**src/rtl/link_tx_serializer_pkg.sv**
```systemverilog
`default_nettype none
// ============================================================================
// Module  : link_tx_serializer_pkg
// Brief   : Shared link definitions for the Tx serializer and matching receiver.
// Revision: 1.0
// ============================================================================
package link_tx_serializer_pkg;

  localparam int c_PACKET_W = 32;
  localparam int c_LINK_W   = 8;

  // Packet field positions; the destination address leads on the wire.
  localparam int c_DEST_X_MSB  = 31;
  localparam int c_DEST_X_LSB  = 28;
  localparam int c_DEST_Y_MSB  = 27;
  localparam int c_DEST_Y_LSB  = 24;
  localparam int c_RSVD_MSB    = 23;
  localparam int c_RSVD_LSB    = 16;
  localparam int c_PAYLOAD_MSB = 15;
  localparam int c_PAYLOAD_LSB = 0;

  typedef enum logic [0:0] {
    IDLE = 1'b0,
    SEND = 1'b1
  } link_state_t;

  typedef struct packed {
    logic [3:0]  dest_x;
    logic [3:0]  dest_y;
    logic [7:0]  reserved;
    logic [15:0] payload;
  } link_packet_t;

  function automatic logic [3:0] pkt_dest_x(input logic [c_PACKET_W-1:0] pkt);
    return pkt[c_DEST_X_MSB:c_DEST_X_LSB];
  endfunction

  function automatic logic [3:0] pkt_dest_y(input logic [c_PACKET_W-1:0] pkt);
    return pkt[c_DEST_Y_MSB:c_DEST_Y_LSB];
  endfunction

endpackage
`default_nettype wire

```
**src/rtl/link_tx_serializer.sv**
```systemverilog
`default_nettype none
// ============================================================================
// Module  : link_tx_serializer
// Brief   : Pops packets from the Tx queue and sends them MSB-first as flits.
// Revision: 1.0
// ============================================================================
module link_tx_serializer
  import link_tx_serializer_pkg::*;
#(
  parameter int PACKET_W = c_PACKET_W,
  parameter int LINK_W   = c_LINK_W,
  parameter int CNT_W    = 16
) (
  input  logic                Clk_r,
  input  logic                Rst,
  input  logic                Link_Enable,
  input  logic                Queue_Empty,
  input  logic [PACKET_W-1:0] Queue_Packet,
  output logic                Queue_Read,
  output logic [LINK_W-1:0]   Link_Data,
  output logic                Link_Valid,
  output logic                Link_Start,
  input  logic                Link_Ack,
  output logic                Busy,
  output logic [CNT_W-1:0]    Packets_Sent
);

  localparam int FLITS      = PACKET_W / LINK_W;
  localparam int FLIT_CNT_W = (FLITS > 2) ? $clog2(FLITS) : 1;
  localparam logic [FLIT_CNT_W-1:0] c_LAST_FLIT = FLIT_CNT_W'(FLITS - 1);

  generate
    if (FLITS < 2) begin : g_bad_flits
      $error("link_tx_serializer: PACKET_W/LINK_W must be at least 2");
    end
    if ((PACKET_W % LINK_W) != 0) begin : g_bad_width
      $error("link_tx_serializer: PACKET_W must be a multiple of LINK_W");
    end
  endgenerate

  link_state_t            r_state;
  logic [PACKET_W-1:0]    r_shift;
  logic [FLIT_CNT_W-1:0]  r_flit_cnt;

  // The head flit is always the top of the shift register.
  assign Link_Data = r_shift[PACKET_W-1 -: LINK_W];

  always_ff @(posedge Clk_r or posedge Rst) begin
    if (Rst) begin
      r_state      <= IDLE;
      r_shift      <= '0;
      r_flit_cnt   <= '0;
      Link_Valid   <= 1'b0;
      Link_Start   <= 1'b0;
      Queue_Read   <= 1'b0;
      Busy         <= 1'b0;
      Packets_Sent <= '0;
    end else begin
      Queue_Read <= 1'b0;
      case (r_state)
        IDLE: begin
          if (Link_Enable && !Queue_Empty) begin
            r_shift    <= Queue_Packet;
            r_flit_cnt <= '0;
            Link_Valid <= 1'b1;
            Link_Start <= 1'b1;
            Queue_Read <= 1'b1;
            Busy       <= 1'b1;
            r_state    <= SEND;
          end
        end
        SEND: begin
          // Without an ack the current flit simply holds; there is no timeout.
          if (Link_Ack) begin
            if (r_flit_cnt == c_LAST_FLIT) begin
              Link_Valid   <= 1'b0;
              Link_Start   <= 1'b0;
              Busy         <= 1'b0;
              Packets_Sent <= Packets_Sent + CNT_W'(1);
              r_state      <= IDLE;
            end else begin
              r_shift    <= r_shift << LINK_W;
              r_flit_cnt <= r_flit_cnt + FLIT_CNT_W'(1);
              Link_Start <= 1'b0;
            end
          end
        end
        default: r_state <= IDLE;
      endcase
    end
  end

endmodule
`default_nettype wire

```
**config.mk**
```make
export PLATFORM = sky130hd
export DESIGN_NAME = link_tx_serializer
export DESIGN_NICKNAME = d
export VERILOG_FILES = /design/src/rtl/link_tx_serializer_pkg.sv /design/src/rtl/link_tx_serializer.sv
export SDC_FILE = /design/constraint.sdc
export NUM_CORES = 1
export LEC_CHECK = 0
export ABC_AREA = 0
export CAP_MARGIN = 10
export CELL_PAD_IN_SITES_DETAIL_PLACEMENT = 2
export CELL_PAD_IN_SITES_GLOBAL_PLACEMENT = 2
export CORE_ASPECT_RATIO = 0.8
export CORE_MARGIN = 8
export CORE_UTILIZATION = 33
export DETAILED_ROUTE_END_ITERATION = 8
export PLACE_DENSITY = 0.93
export SLEW_MARGIN = 20
export SYNTH_ARGS = -nofsm -noshare
export SYNTH_HDL_FRONTEND = slang
export SYNTH_SLANG_ARGS = --single-unit
```
**constraint.sdc**
```tcl
create_clock -name Clk_r -period 3.15 [get_ports Clk_r]
set_input_delay 0.4725 -clock Clk_r [delete_from_list [all_inputs] [get_ports Clk_r]]
set_output_delay 0.4725 -clock Clk_r [all_outputs]
set_load 0.01 [all_outputs]
```
## Word level (Yosys, flattened, before mapping)

Index checks and enable logic that the tools add are counted.

- Input port bits: 37
- Output and inout bits: 28
- Register bits: 54

- Bitwise logic cells: 1
- Equal/unequal tests: 5
- Mux-type cells: 19
- Reduce and logical (&&, ||, !) cells: 6
- Add/sub/neg operators: 2

Operators with widths:

| operator | count |
|---|---|
| two-way mux 32 bit | 3 |
| one-hot mux 32 bit (2 select lines) | 1 |
| adder 16 x 1 -> 16 bit (second input constant) | 1 |
| AND reduction 3 bit | 3 |
| two-way mux 1 bit | 8 |
| two-way mux 2 bit | 3 |
| != test 2 bit (second input constant) | 3 |
| one-hot mux 1 bit (2 select lines) | 3 |
| one-hot mux 2 bit (2 select lines) | 1 |
| adder 2 x 1 -> 2 bit (second input constant) | 1 |
| equality test 2 bit (second input constant) | 1 |
| != test 2 x 1 -> 1 bit (second input constant) | 1 |
| AND reduction 2 bit | 1 |
| logical AND 1 bit | 1 |
| logical NOT 1 bit | 1 |
| inverter 1 bit | 1 |

## Depth between registers and ports, before layout

Gate-level depths: netlist (run 1).

- Depth after elaboration: 4
- Depth in mapped cells: 6

## Worst setup path after synthesis (run 1)

Ideal clock, no wire load.

- Path type: flip-flop to flip-flop
- Start: register Packets_Sent[0]
- End: register Packets_Sent[14]
- Arrival time: 1294 ps
- Required time: 3025 ps
- Cell stages (with the launch flop): 6
- Period minus slack after synthesis: 1419 ps
- Setup slack: 1731 ps
- Buffers on the path: 0
- Cells stage by stage: dfrtp_1 ha_1 nand3_1 nor4_4 nand3_1 xnor2_1

- Cells in the longest elaborated chain, start to end: 1

Ends and longest elaborated chain:

| element | RTL line | text |
|---|---|---|
| start, declared | link_tx_serializer.sv:25 | `output logic [CNT_W-1:0] Packets_Sent` |
| start signal, assigned | link_tx_serializer.sv:79 | `Packets_Sent <= Packets_Sent + CNT_W'(1);` |
| adder 16 x 1 -> 16 bit | link_tx_serializer.sv:79 |  |

No other way between the ends.
A chain may end at the register's enable or synchronous reset.

## Worst setup path after layout (run 1)

- Start: register r_state
- End: register r_shift[11]

- Cells in the longest elaborated chain, start to end: 3
- Elaborated cells between the ends (all ways): 6
- Those cells by class: 3 x eq/ne; 1 x mux; 1 x bitwise; 1 x reduce/logical

Ends and longest elaborated chain:

| element | RTL line | text |
|---|---|---|
| start, declared | link_tx_serializer.sv:41 | `link_state_t r_state;` |
| start signal, assigned | link_tx_serializer.sv:50 | `r_state <= IDLE;` |
| start signal, assigned | link_tx_serializer.sv:69 | `r_state <= SEND;` |
| start signal, assigned | link_tx_serializer.sv:80 | `r_state <= IDLE;` |
| inverter 1 bit | n/a |  |
| != test 2 bit (no source line) | n/a |  |
| AND reduction 3 bit (no source line) | n/a |  |
| end signal, assigned | link_tx_serializer.sv:63 | `r_shift <= Queue_Packet;` |
| end signal, assigned | link_tx_serializer.sv:82 | `r_shift <= r_shift << LINK_W;` |
| end, declared | link_tx_serializer.sv:42 | `logic [PACKET_W-1:0] r_shift;` |

Several ways; a longest one is shown, not always the timed one.

==> results of run 1 <==
[kinds of logic after synthesis]
family / Yosys count / synth area share [%]
buf+inv: 21 / 5.527
simple gates: 54 / 12.04
xor+xnor: 15 / 5.424
flops: 54 / 55.79
fa+ha+maj: 2 / 1.033
compound gates: 37 / 9.349
mux: 26 / 10.85
[cells in the mapped netlist]
cell and n:
nand3_4 1, nor3_1 1, xor2_1 3, a21oi_1 25, dfrtp_1 54, buf_4 11
mux2i_1 24, inv_1 3, buf_2 5, o21bai_1 1, a22o_1 9, nand2_1 3
nor3b_2 1, nor4_4 2, buf_6 1, a21o_1 2, nand3_1 10, mux2_2 2
nor2_2 1, clkbuf_1 1, nand4_1 3, nor2_1 29, and3_1 3, xnor2_1 12
ha_1 2
[registers in the layout, indices dropped and copies added (netlist names)]
name	flops
r_flit_cnt	2
Link_Start	1
Queue_Read	1
Busy	1
r_shift	32
Packets_Sent	16
r_state	1
[cell usage in the layout (no fill, tap or decap), types with 2 or more instances in the layout]
master,n
a21oi_1,25
xnor2_1,12
clkdlybuf4s50_1,64
nand3_1,10
a21o_1,2
mux2_2,2
ha_1,2
nand4_1,3
nor4_4,2
clkbuf_8,5
inv_1,2
a22o_1,9
mux2i_1,24
nor2_1,29
and3_1,3
dfrtp_1,53
xor2_1,3
buf_4,4
nand2_1,3
[layout make-up]
type / count / share of cell area, %
repair buffers: 68 / 21.08
flip-flops and latches: 54 / 42.51
clock inverters: 2 / 0.4326
well taps: 90 / 3.539
multi-input cells: 134 / 29.81
inverters: 3 / 0.3539
clock buffers: 6 / 2.281
[per-layer routing]
layer | share of wire [%] | vias up | GRT usage [%]
li1 | - | 829 | -
met1 | 46 | 885 | 17.29
met2 | 48 | 33 | 21.59
met3 | 4.3 | 5 | 3.186
met4 | 0.93 | 0 | 4.086
met5 | 0 | - | 0
[critical path, stage by stage, from the launching register on]
cell	delay, ps
dfrtp_2	380
buf_4	420
nand2_1	240
o21bai_4	150
buf_4	430
nor2_1	90
a21oi_1	130
[metrics by stage]
stage / area, µm² / hold slack (ps) / utilization (%) / setup WS, ps / cells
final: 3182 / 443.9 / 43.88 / 1203 / 357
after global routing: 3182 / 477.0 / 43.88 / 1014 / 357
after CTS: 3182 / 454.5 / 43.88 / 1170 / 357
after detailed placement: 3095 / 469.7 / 42.68 / 880.0 / 349
after floorplan: 2422 / 465.8 / - / 1363 / 209
after global placement: 3095 / 462.1 / 42.68 / 998.3 / 349
[where the power goes]
part	internal (W)	switching (W)	total, W
combinational	0.000490	0.000500	0.000989
sequential	0.000927	0.000156	0.00108
clock	0.000158	0.000225	0.000383
total	0.00157	0.000881	0.00246
[worst max-delay path by stage]
stage / from / endpoint / slack [ps] / cells past startpoint
final: r_state / r_shift[11] / 1200 / 6
after CTS: r_state / r_shift[13] / 1170 / 6
after detailed placement: Link_Enable / r_shift[13] / 880 / 7
after global placement: Link_Enable / r_shift[17] / 1000 / 7
after floorplan: Rst / Busy / 1360 / 1
after global routing: r_state / r_shift[11] / 1010 / 6
==> results.cfg, run 1 <==
[worst_setup_path]
timing.rr.end = r_shift[11]
crit_fanout = 48
cp-end-kind = flop
required_ps = 3370
start_kind = flop
reg2reg_depth = 6
path_class = reg2reg
r2r_slack_ps = 1200
reg2reg_from = r_state
worst_ep_arrival_time_ps = 2170

[detailed_routing]
first_pass_iters = 3
drtIter0Drc = 26
wirelength_mm = 6.455
via_count = 1752
wire_per_inst_um = 18.08
vias_per_cell = 4.908
drc = 0
ant_nets = 0

[die]
coreArea_mm2 = 0.007252
ioPinCount = 65
start_util_pct = 33.40
fp.dieH_um = 92.63
dieArea_mm2 = 0.01036
die_w_um = 111.8
std_cell_rows = 28

[grt]
grt_max_degree = 49
first_global_vias = 2053
grt_overflow = 0
antenna_found_initial = 0
grt_pass1_wl_mm = 11.06
grt.total_usage_pct = 13.31

[hold_path]
hp-class = in2async

[placed_design]
dp_hpwl_mm = 4.765
gp_congestion = 0.7153
port_buffers = 64

[timing]
skew_ps = 16.45
drv_slew = 0
worst_pin_slew_ps = 516.5
max_freq_mhz = 513.6
fin_setup_tns_ps = 0
rsz0062_at_grt = no
relSlewSlack_pct = 65.57
hold_viol_final = 0
period_share_pct = 61.81
period_minus_slack_ps = 1947
setup_viol = 0

[clock_network]
root_buffer = clkbuf_8
post_cts_buffers = 0
clk_pin_slew_worst_paths_ps = 100
cts_num_sinks = 54
cts_hold_buffers = 0
clk_latency_ps = 310
cts-buffers-inserted = 5
cts_max_path_buffers = 2
htreeDepth = 2
cts_tree = built
ctsResizeCount = 0

[yosys]
synth_top_cell_area_share_pct = 55.79
ys_seq_area_share_pct = 55.79
yosysWarnings = 0
synth_top_area_cell = dfrtp_1
syn-cell-area_mm2 = 0.002422
syn_inst = 209
ys_seq_elements = 54
syn-num-nets = 248
synth_cell_types = 25
synth_area_leaders = dfrtp_1 56%, mux2i_1 9.9%, a21oi_1 5.2%
avgSynthCellArea_um2 = 11.59

[power]
power.static_leakage_nw = 1.478
p_total_w = 0.002456
ir_drop_uv = 312.4
power_density_mw_per_mm2 = 771.7

[finish]
fill_cells = 746
seq_area_mm2 = 0.001353
layout.nets = 305
syn2layout_area_growth_pct = 31.35
multi_input_area_um2 = 948.4
n_antenna_cell = 0
drive_above_1_share_pct = 7.865

[run_status]
status = finished clean

[flow_run]
max_cap_violations = 0
(Power assumes the default switching activity.)
==> run 2: changes to the inputs <==
Settings changed: CORE_UTILIZATION 33 to 30, PLACE_DENSITY 0.93 to 0.86.
Clock period 3.15 ns to 2.03 ns, I/O delays scaled along.
==> results.cfg, run 2 (synthesis results as in run 1) <==
[die]
dieArea_mm2 = 0.01122
coreArea_mm2 = 0.007874
ioPinCount = 65
std_cell_rows = 29
fp.dieH_um = 96.37
start_util_pct = 30.76
die_w_um = 116.5

[timing]
fin_ws_ps = 281.9
drv_slew = 0
hold_viol_final = 0
relSlewSlack_pct = 72.41
period_minus_slack_ps = 1748
period_share_pct = 86.11
worst_pin_slew_ps = 413.5
skew_ps = 8.807
fin_setup_tns_ps = 0
setup_viol = 0
max_freq_mhz = 572.1
rsz0062_at_grt = no

[worst_setup_path]
critPathSlowestCell = nor3_1
r2r_slack_ps = 280
path_cells = ha_1 > nand3_4 > nor3_1 > nand3_1 > xnor2_1
crit_family = simple AND/OR/NAND/NOR gates
start_kind = flop
critPathBufInv = 0
path_class = reg2reg
crit_fanout = 7
slowest_delay_ps = 400
required_ps = 2230
worst_ep_arrival_time_ps = 1940
cp-end-kind = flop

[detailed_routing]
via_count = 1784
ant_nets = 0
drtIter0Drc = 37
wire_per_inst_um = 18.14
wirelength_mm = 6.857
drc = 0
vias_per_cell = 4.720
first_pass_iters = 3

[finish]
n_antenna_cell = 0
post-route-cell-area_mm2 = 0.003257
top_register = r_shift
fill_cells = 847
largest_reg_flops = 32
drive_above_1_share_pct = 8.889
largestRegisters = r_shift (32), Packets_Sent (16), r_flit_cnt (2)
syn2layout_area_growth_pct = 34.45
final_cell_mix = 64 x clkdlybuf4s50_1, 53 x dfrtp_1, 29 x nor2_1
layout.nets = 308
final_common_cell = clkdlybuf4s50_1

[clock_network]
htreeDepth = 2
cts-buffers-inserted = 5
cts_num_sinks = 54
ctsResizeCount = 0
root_buffer = clkbuf_8
cts_tree = built
clk_latency_ps = 300
cts_max_path_buffers = 2
clk_pin_slew_worst_paths_ps = 100
post_cts_buffers = 0
cts_hold_buffers = 0

[placed_design]
postPlaceCellArea_mm2 = 0.003166
post-place-ws_ps = 138.1
gp_congestion = 0.7374
dp_hpwl_mm = 5.180
port_buffers = 64

[power]
clock_power_share_pct = 16.1
ir_drop_uv = 484.4
power_density_mw_per_mm2 = 1190
p_sw_share_pct = 35.27
power.static_leakage_nw = 1.504
share_comb_of_total_power_pct = 40.3
power.switching_w = 0.001366
internal-power_w = 0.002508
seqPwrFrac_pct = 43.7

[grt]
grt_overflow = 0
grt.total_usage_pct = 12.70
grt_pass1_wl_mm = 10.89
antenna_found_initial = 0
grt_max_degree = 49
first_global_vias = 2053

[flow_run]
max_cap_violations = 0

[run_status]
status = finished clean

[hold_path]
hp-class = in2async
run 2: power by group through the flow:
stage | Combinational [W] | Clock, W | Sequential [W]
6_report | 0.00156 | 0.000623 | 0.00169
5_1_grt | 0.00172 | 0.000696 | 0.00175
2_1_floorplan | 0.00108 | 0 | 0.00165
3_3_place_gp | 0.00150 | 0 | 0.00169
4_1_cts | 0.00160 | 0.000651 | 0.00170
3_5_place_dp | 0.00158 | 0 | 0.00173
run 2: final timing paths:
check | startpoint | to | depth (start not counted)
worst max register to register | r_flit_cnt[0] | Packets_Sent[9] | 5
min in group Clk_r | Packets_Sent[15] | Packets_Sent[15] | 1
worst min-delay path | Rst | r_shift[19] | 2
worst min register to register | Packets_Sent[15] | Packets_Sent[15] | 1
worst max-delay path | r_flit_cnt[0] | Packets_Sent[9] | 5
max in group asynchronous | Rst | r_shift[10] | 3
run 2: metal layers:
layer / global-route usage [%] / wire [µm] / up-vias
li1: - / - / 836
met2: 21.65 / 3450 / 37
met4: 5.059 / 146 / 0
met1: 15.27 / 2921 / 902
met5: 0 / 0 / -
met3: 3.106 / 338 / 9
run 2: area by class of cell:
class                      instances  area [µm²]  area share, %
sequential                        54        1353          41.53
tap                              108       135.1          4.149
timing repair buffer              71       718.2          22.05
clock buffer                       7       86.33          2.651
clock inverter                     1       5.005         0.1537
inverter                           3       11.26         0.3458
multi-input combinational        134       948.4          29.12
run 2: through the flow:
step                instances  total power, W  utilization, %  hold slack, ps
detailed placement        370        0.003304           40.20           476.3
floorplan                 209        0.002733               -           444.4
CTS                       378        0.003949           41.36           283.2
global route              378        0.004168           41.36           289.9
finish                    378        0.003874           41.36           278.7
global placement          370        0.003196           40.20           476.1
==> run 3: changes to the inputs <==
Settings changed: ABC_CLOCK_PERIOD_IN_PS set to 2029, CORE_MARGIN 8 to 5.
==> results.cfg, run 3 (synthesis results as in run 1) <==
[run_status]
status = finished clean

[power]
power.static_leakage_nw = 1.491
ir_drop_uv = 441.7
power_density_mw_per_mm2 = 1182

[finish]
largestRegisters = r_shift (32), Packets_Sent (16), r_flit_cnt (2)
syn2layout_area_growth_pct = 33.63
largest_reg_flops = 32
final_common_cell = clkdlybuf4s50_1
layout.nets = 306
n_antenna_cell = 0
drive_above_1_share_pct = 7.865
final_cell_mix = 64 x clkdlybuf4s50_1, 53 x dfrtp_1, 29 x nor2_1
top_register = r_shift

[worst_setup_path]
required_ps = 2220
worst_ep_arrival_time_ps = 1850
startpoint = r_flit_cnt[1]
reg2reg_from = r_flit_cnt[1]
start_kind = flop
cp-end-kind = flop
path_class = reg2reg
crit_fanout = 7

[timing]
hold_viol_final = 0
skew_ps = 6.599
timing.hold.ws_ps = 305.3
rsz0062_at_grt = no
max_freq_mhz = 600.5
period_share_pct = 82.03
fin_setup_tns_ps = 0
drv_slew = 0
worst_pin_slew_ps = 428.5
setup_viol = 0
relSlewSlack_pct = 71.40
period_minus_slack_ps = 1665

[clock_network]
clk_pin_slew_worst_paths_ps = 90
post_cts_buffers = 0
ctsResizeCount = 0
clk_latency_ps = 290
cts_tree = built
cts_max_path_buffers = 2
htreeDepth = 2
cts-buffers-inserted = 5
cts_num_sinks = 54
cts_hold_buffers = 0
root_buffer = clkbuf_8

[die]
start_util_pct = 30.62
ioPinCount = 65
coreArea_mm2 = 0.007910
dieArea_mm2 = 0.009983
std_cell_rows = 29
die_w_um = 110.5
fp.dieH_um = 90.37

[grt]
grt.total_usage_pct = 13.21
grtUsageMet1_pct = 16.74
grt_pass1_wl_mm = 10.99
met2_usage_pct = 23.54
grt_max_degree = 49
grt_overflow = 0
antenna_found_initial = 0
use_met3_pct = 2.813
grt.busiest_layer = met2
first_global_vias = 2070

[placed_design]
port_buffers = 64
gp_congestion = 0.7375
dp_hpwl_mm = 4.907

[hold_path]
hp-class = in2async

[flow_run]
max_cap_violations = 0

[detailed_routing]
via_count = 1750
ant_nets = 0
vias_per_cell = 4.667
wire_per_inst_um = 17.23
drc = 0
first_pass_iters = 4
drtIter0Drc = 37
wirelength_mm = 6.460
==> run 3: cell types whose count changed in the layout (fill, tap and decap cells not counted), sizes merged <==
cell    delta
buf        -2
clkinv     -1
==> run 3: area by class of cell <==
class | count | area (µm²)
multi-input cells | 134 | 948.4
inverters | 3 | 11.26
clock buffers | 7 | 86.33
fillers | 851 | 4673
well taps | 108 | 135.1
flip-flops and latches | 54 | 1353
repair buffers | 69 | 703.2
==> run 3: worst max-delay path, stage by stage (launching register included) <==
cell and delay, ps:
dfrtp_1 380, ha_1 300, nand3_4 190, nor4_4 380, nand3_1 160, xnor2_1 140
==> run 3: final timing paths <==
path	slack, ps	to	cells after the start
worst max-delay path	360	Packets_Sent[13]	5
worst min-delay path	310	r_shift[31]	2
worst max register to register	360	Packets_Sent[13]	5
worst min register to register	480	Packets_Sent[15]	1
max in group asynchronous	1150	Packets_Sent[10]	3
min in group Clk_r	480	Packets_Sent[15]	1
==> run 3: metrics by stage <==
stage	worst slack [ps]	util [%]	instance area (µm²)	power, W	instances
finish	364.8	40.92	3237	0.003827	375
global route	238.7	40.92	3237	0.004121	375
CTS	341.8	40.92	3237	0.003895	375
detailed placement	181.7	39.83	3151	0.003278	368
global placement	257.6	39.83	3151	0.003171	368
floorplan	410.9	-	2422	0.002733	209
==> run 3: routing by layer <==
| metal | share of wire (%) | vias to the layer above |
|---|---|---|
| met1 | 46 | 887 |
| met4 | 0.56 | 0 |
| met3 | 2.5 | 2 |
| li1 | - | 829 |
| met2 | 51 | 32 |
| met5 | 0 | - |
==> run 3: power breakdown <==
| group | switching (W) | internal, W |
|---|---|---|
| Clock | 0.000332 | 0.000272 |
| Sequential | 0.000263 | 0.00144 |
| Combinational | 0.000740 | 0.000782 |
